==> config.mk <==
export PLATFORM = sky130hd
export DESIGN_NAME = detector_fsm
export DESIGN_NICKNAME = d
export VERILOG_FILES = /design/src/rtl/detector_fsm.sv
export SDC_FILE = /design/constraint.sdc
export NUM_CORES = 1
export LEC_CHECK = 0
export CELL_PAD_IN_SITES_DETAIL_PLACEMENT = 1
export CELL_PAD_IN_SITES_GLOBAL_PLACEMENT = 1
export CORE_MARGIN = 3
export CORE_UTILIZATION = 40
export DETAILED_ROUTE_END_ITERATION = 6
export GPL_TIMING_DRIVEN = 0
export PLACE_DENSITY = 0.73
export SLEW_MARGIN = 20
export SYNTH_ARGS = -nofsm -noshare
export SYNTH_HDL_FRONTEND = slang
export SYNTH_SLANG_ARGS = --single-unit
export TNS_END_PERCENT = 5
==> constraint.sdc <==
create_clock -name clk -period 1.78 [get_ports clk]
set_input_delay 0.178 -clock clk [delete_from_list [all_inputs] [get_ports clk]]
set_output_delay 0.178 -clock clk [all_outputs]
set_load 0.02 [all_outputs]
==> src/rtl/detector_fsm.sv <==
// rtl/detector_fsm.sv - serial key detector with sticky ISOLATION/DEADLOCK tamper locks
module detector_fsm (
    input  logic clk,
    input  logic rst,
    input  logic in,
    output logic out
);

    typedef enum logic [1:0] {
        SEARCH    = 2'd0,
        ISOLATION = 2'd1,
        DEADLOCK  = 2'd2
    } mode_t;

    mode_t      mode;
    logic [3:0] progress;
    logic [3:0] history;
    logic [2:0] count;

    logic [3:0] next_history;
    logic [2:0] next_count;
    logic [3:0] next_progress;
    logic       key_done;
    logic       trap_iso;
    logic       trap_dead;

    // KMP transition table for key 000010010100; a completed key falls back to "00".
    always_comb begin
        next_progress = 4'd0;
        key_done      = 1'b0;
        case (progress)
            4'd0:  next_progress = in ? 4'd0 : 4'd1;
            4'd1:  next_progress = in ? 4'd0 : 4'd2;
            4'd2:  next_progress = in ? 4'd0 : 4'd3;
            4'd3:  next_progress = in ? 4'd0 : 4'd4;
            4'd4:  next_progress = in ? 4'd5 : 4'd4;
            4'd5:  next_progress = in ? 4'd0 : 4'd6;
            4'd6:  next_progress = in ? 4'd0 : 4'd7;
            4'd7:  next_progress = in ? 4'd8 : 4'd3;
            4'd8:  next_progress = in ? 4'd0 : 4'd9;
            4'd9:  next_progress = in ? 4'd10 : 4'd2;
            4'd10: next_progress = in ? 4'd0 : 4'd11;
            4'd11: begin
                next_progress = in ? 4'd0 : 4'd2;
                key_done      = ~in;
            end
            default: next_progress = 4'd0;
        endcase
    end

    always_comb begin
        next_history = {history[2:0], in};
        next_count   = (count == 3'd4) ? 3'd4 : count + 3'd1;
        trap_iso     = (next_count == 3'd4) && (next_history == 4'b0110);
        trap_dead    = (next_count == 3'd4) && (next_history == 4'b0111);
    end

    always_ff @(posedge clk) begin
        if (rst) begin
            mode     <= SEARCH;
            progress <= 4'd0;
            history  <= 4'd0;
            count    <= 3'd0;
            out      <= 1'b0;
        end else begin
            case (mode)
                SEARCH: begin
                    history  <= next_history;
                    count    <= next_count;
                    progress <= next_progress;
                    // Traps win over a simultaneous key completion.
                    if (trap_iso) begin
                        mode <= ISOLATION;
                        out  <= 1'b0;
                    end else if (trap_dead) begin
                        mode <= DEADLOCK;
                        out  <= 1'b0;
                    end else begin
                        out <= key_done;
                    end
                end
                default: begin
                    out <= 1'b0;
                end
            endcase
        end
    end

endmodule

==> results.md <==
- Remaining DRCs: 0
- Initial Util: 44.3%
- # IOs: 4
- Synth Area in Compound Gates: a little under a quarter
- Synth Area in Adders: 3.58%
- Depth of the most critical reg-to-reg path: 5
- H-tree levels: 1
- Slew HR: 67.9%
- CP max FO: 5
- Layout cells sized above 1: 14.4%
- CP Launch Point: count[0]$_SDFFE_PP0N_
- ANT nets after route: 0
- Post-CTS Hold Buffers: 0
- Post-synthesis cell type count: 32
- Core box area: 1580 sq um
- Xor/xnor share of the synthesized area: 0%
- Critical Path End: mode[0]$_SDFFE_PP0P_
- Worst Setup Path Type: reg -> reg
- # diodes: 0
- Post-synth top flop: dfxtp_1
- WP data required: 1.97 ns
- Final core occ: 49.2%
- DR pass1 iterations: 4
- TritonCTS Buffers: 3
- GP Congestion: 0.681
- Vias in the first global route: 607
- Pwr dens: 736 nW/um^2
- Final-report max-slew violation count: 0
- Simple-Gate Fraction of Synth Area: a little over a quarter
- Post-Syn Nets: 88
- EDFF count, synth: 0
- FF+latch count, synth: 13
- Max Cap Violations: 0
- Reg-to-Reg Start: count[0]$_SDFFE_PP0N_
- Seq/Total Area, Yosys: roughly 37%
- Setup TNS: 0 ns
- CTS Sinks: 13
- Root buffer cell: clkbuf_4
- Crit share post-route: roughly nine tenths
- Crit end category: flop
- Commonest non-fill, non-tap cells in the layout: 12 x dfxtp_1, 11 x a21oi_1, 10 x nand2_1
- DR vias/cell: 5.80
- Initial antenna violation count: 0
- Nets@finish: 96
- Die W: ~48 um
- Worst Setup Slack, final: 0.176 ns
- Peak supply drop: 412 uV
- RSZ-0062 raised after global routing: false
- Min Tclk post-route: 1.60 ns
- Grt ovf: 0
- Clock Tree Buf Depth: 2
- Hold Crit Start: history[2]$_SDFFE_PP0N_
- Most common cell after layout, fill and taps aside: dfxtp_1
- R2r setup slk: 0.18 ns
- Clock-pin slew on the worst setup and hold paths: roughly 0.09 ns
- Total power: 571 uW
- Pin count of the biggest net entering global routing: 11
- Worst EP arrival: 1.80 ns
- Detailed Place HPWL: roughly 1.1 mm
- Setup crit start kind: flop
- GR Util All Layers: 16.6%
- Synthesis-to-layout area growth: 11.1%
- Synth Area per Inst: 8.41 sq um
- Max Clk Rate: 623 MHz
- First-pass GRT wire length: 2.59 mm
- Run status: finished clean
- Fin. Hold Viols: 0
- Mapped cell area: 698 sq um
- Synth warn: 0
- Initial drt markers: 9
- Routed WL: 1.52 mm
- Pre-CTS WS: about 0.13 ns
- IO Port Bufs: 3
- Hold Path Class: reg -> reg
- WHS Path Cells: 2
- Row count: 14
- Setup violators final: 0
- Clock Latency Late Sink: 0.28 ns
- CTS tree: built
- Clock skew: 0.0110 ns
- Mux contribution to synthesized area: 1.97%
- Die Ht: approximately 48 um
- Lkg Pwr: roughly 0.00028 uW
- Vias after detailed routing: a little over 600
- Die area: about 2300 sq um
- Final Hold Slack: ~0.46 ns
- Asr flop ratio synth: 0%
- Largest family of logic cells by synthesized area: simple AND/OR/NAND/NOR gates
- Worst R2R End: mode[0]$_SDFFE_PP0P_
- Cell count after synthesis: 83
- Tightest Pin Transition: around 0.48 ns
- Avg WL per Cell: 14.3 um
## through the flow
step | instances | instance area (sq um)
4_1_cts | 106 | 774
6_report | 106 | 776
3_5_place_dp | 102 | 748
3_3_place_gp | 102 | 748
2_1_floorplan | 83 | 698
5_1_grt | 106 | 776
## worst min path at each step
stage                          endpoint  slack [ns]
6_report        history[2]$_SDFFE_PP0N_        0.46
4_1_cts         history[2]$_SDFFE_PP0N_        0.47
3_5_place_dp    history[2]$_SDFFE_PP0N_        0.46
2_1_floorplan  progress[1]$_SDFFE_PP0N_        0.25
3_3_place_gp    history[2]$_SDFFE_PP0N_        0.44
5_1_grt         history[2]$_SDFFE_PP0N_        0.49
## registers in the layout, summed over array words and instances (netlist names)
name	flops
out	1
mode	2
progress	4
count	3
history	3
## final cells by class
class / count / area (sq um)
timing repair buffer: 3 / 30.0
multi-input combinational: 61 / 392
sequential: 13 / 262
tap: 16 / 20.0
buffer: 6 / 35.0
inverter: 3 / 11.3
clock buffer: 4 / 26.3
fill: 198 / 801
## cell usage after synthesis, drive strengths merged (2+ instances only)
| cell type | number | area [sq um] |
|---|---|---|
| a2111oi | 2 | 23.8 |
| dfxtp | 13 | 260 |
| buf | 5 | 31.3 |
| ha | 2 | 25.0 |
| a21oi | 11 | 55.1 |
| nor2b | 4 | 25.0 |
| nor2 | 7 | 26.3 |
| o21ai | 2 | 10.0 |
| nand2 | 10 | 37.5 |
| nor3b | 2 | 15.0 |
| inv | 3 | 11.3 |
| nand3 | 2 | 10.0 |
| a311oi | 2 | 17.5 |
| nand4bb | 2 | 22.5 |
## routing by layer
metal / track usage, % / share of wire (%) / vias up
met5: 0 / 0 / -
met4: 6.45 / 0.86 / 0
met3: 6.02 / 2.5 / 2
met2: 28.0 / 48 / 6
met1: 18.8 / 48 / 292
li1: - / - / 315
## worst max-delay path, stage by stage (launching register included)
cell       delay, ns
dfxtp_2         0.38
inv_1           0.06
ha_1            0.30
nand4bb_1       0.19
a2111o_1        0.41
o41ai_2         0.19
## logic make-up after synthesis
logic type               after synthesis
AO/OA/AOI/OAI                         23
multiplexers                           1
flip-flops                            13
buffers and inverters                  9
AND/OR/NAND/NOR                       35
adder cells (fa/ha/maj)                2
## where the power goes
part | internal (uW) | total [uW] | leakage, uW | switching, uW
Clock | 86.9 | 187 | 0.0000150 | 100
Combinational | 32.2 | 69.2 | 0.000163 | 37.0
Sequential | 304 | 315 | 0.000106 | 10.8
Total | 423 | 571 | 0.000285 | 148
## what timing repair did
action	4_1_cts	5_1_grt
endpoints found under the setup margin	0	1
resized for setup	0	1
setup buffers	0	0
Power figures use the tool's default switching activity.
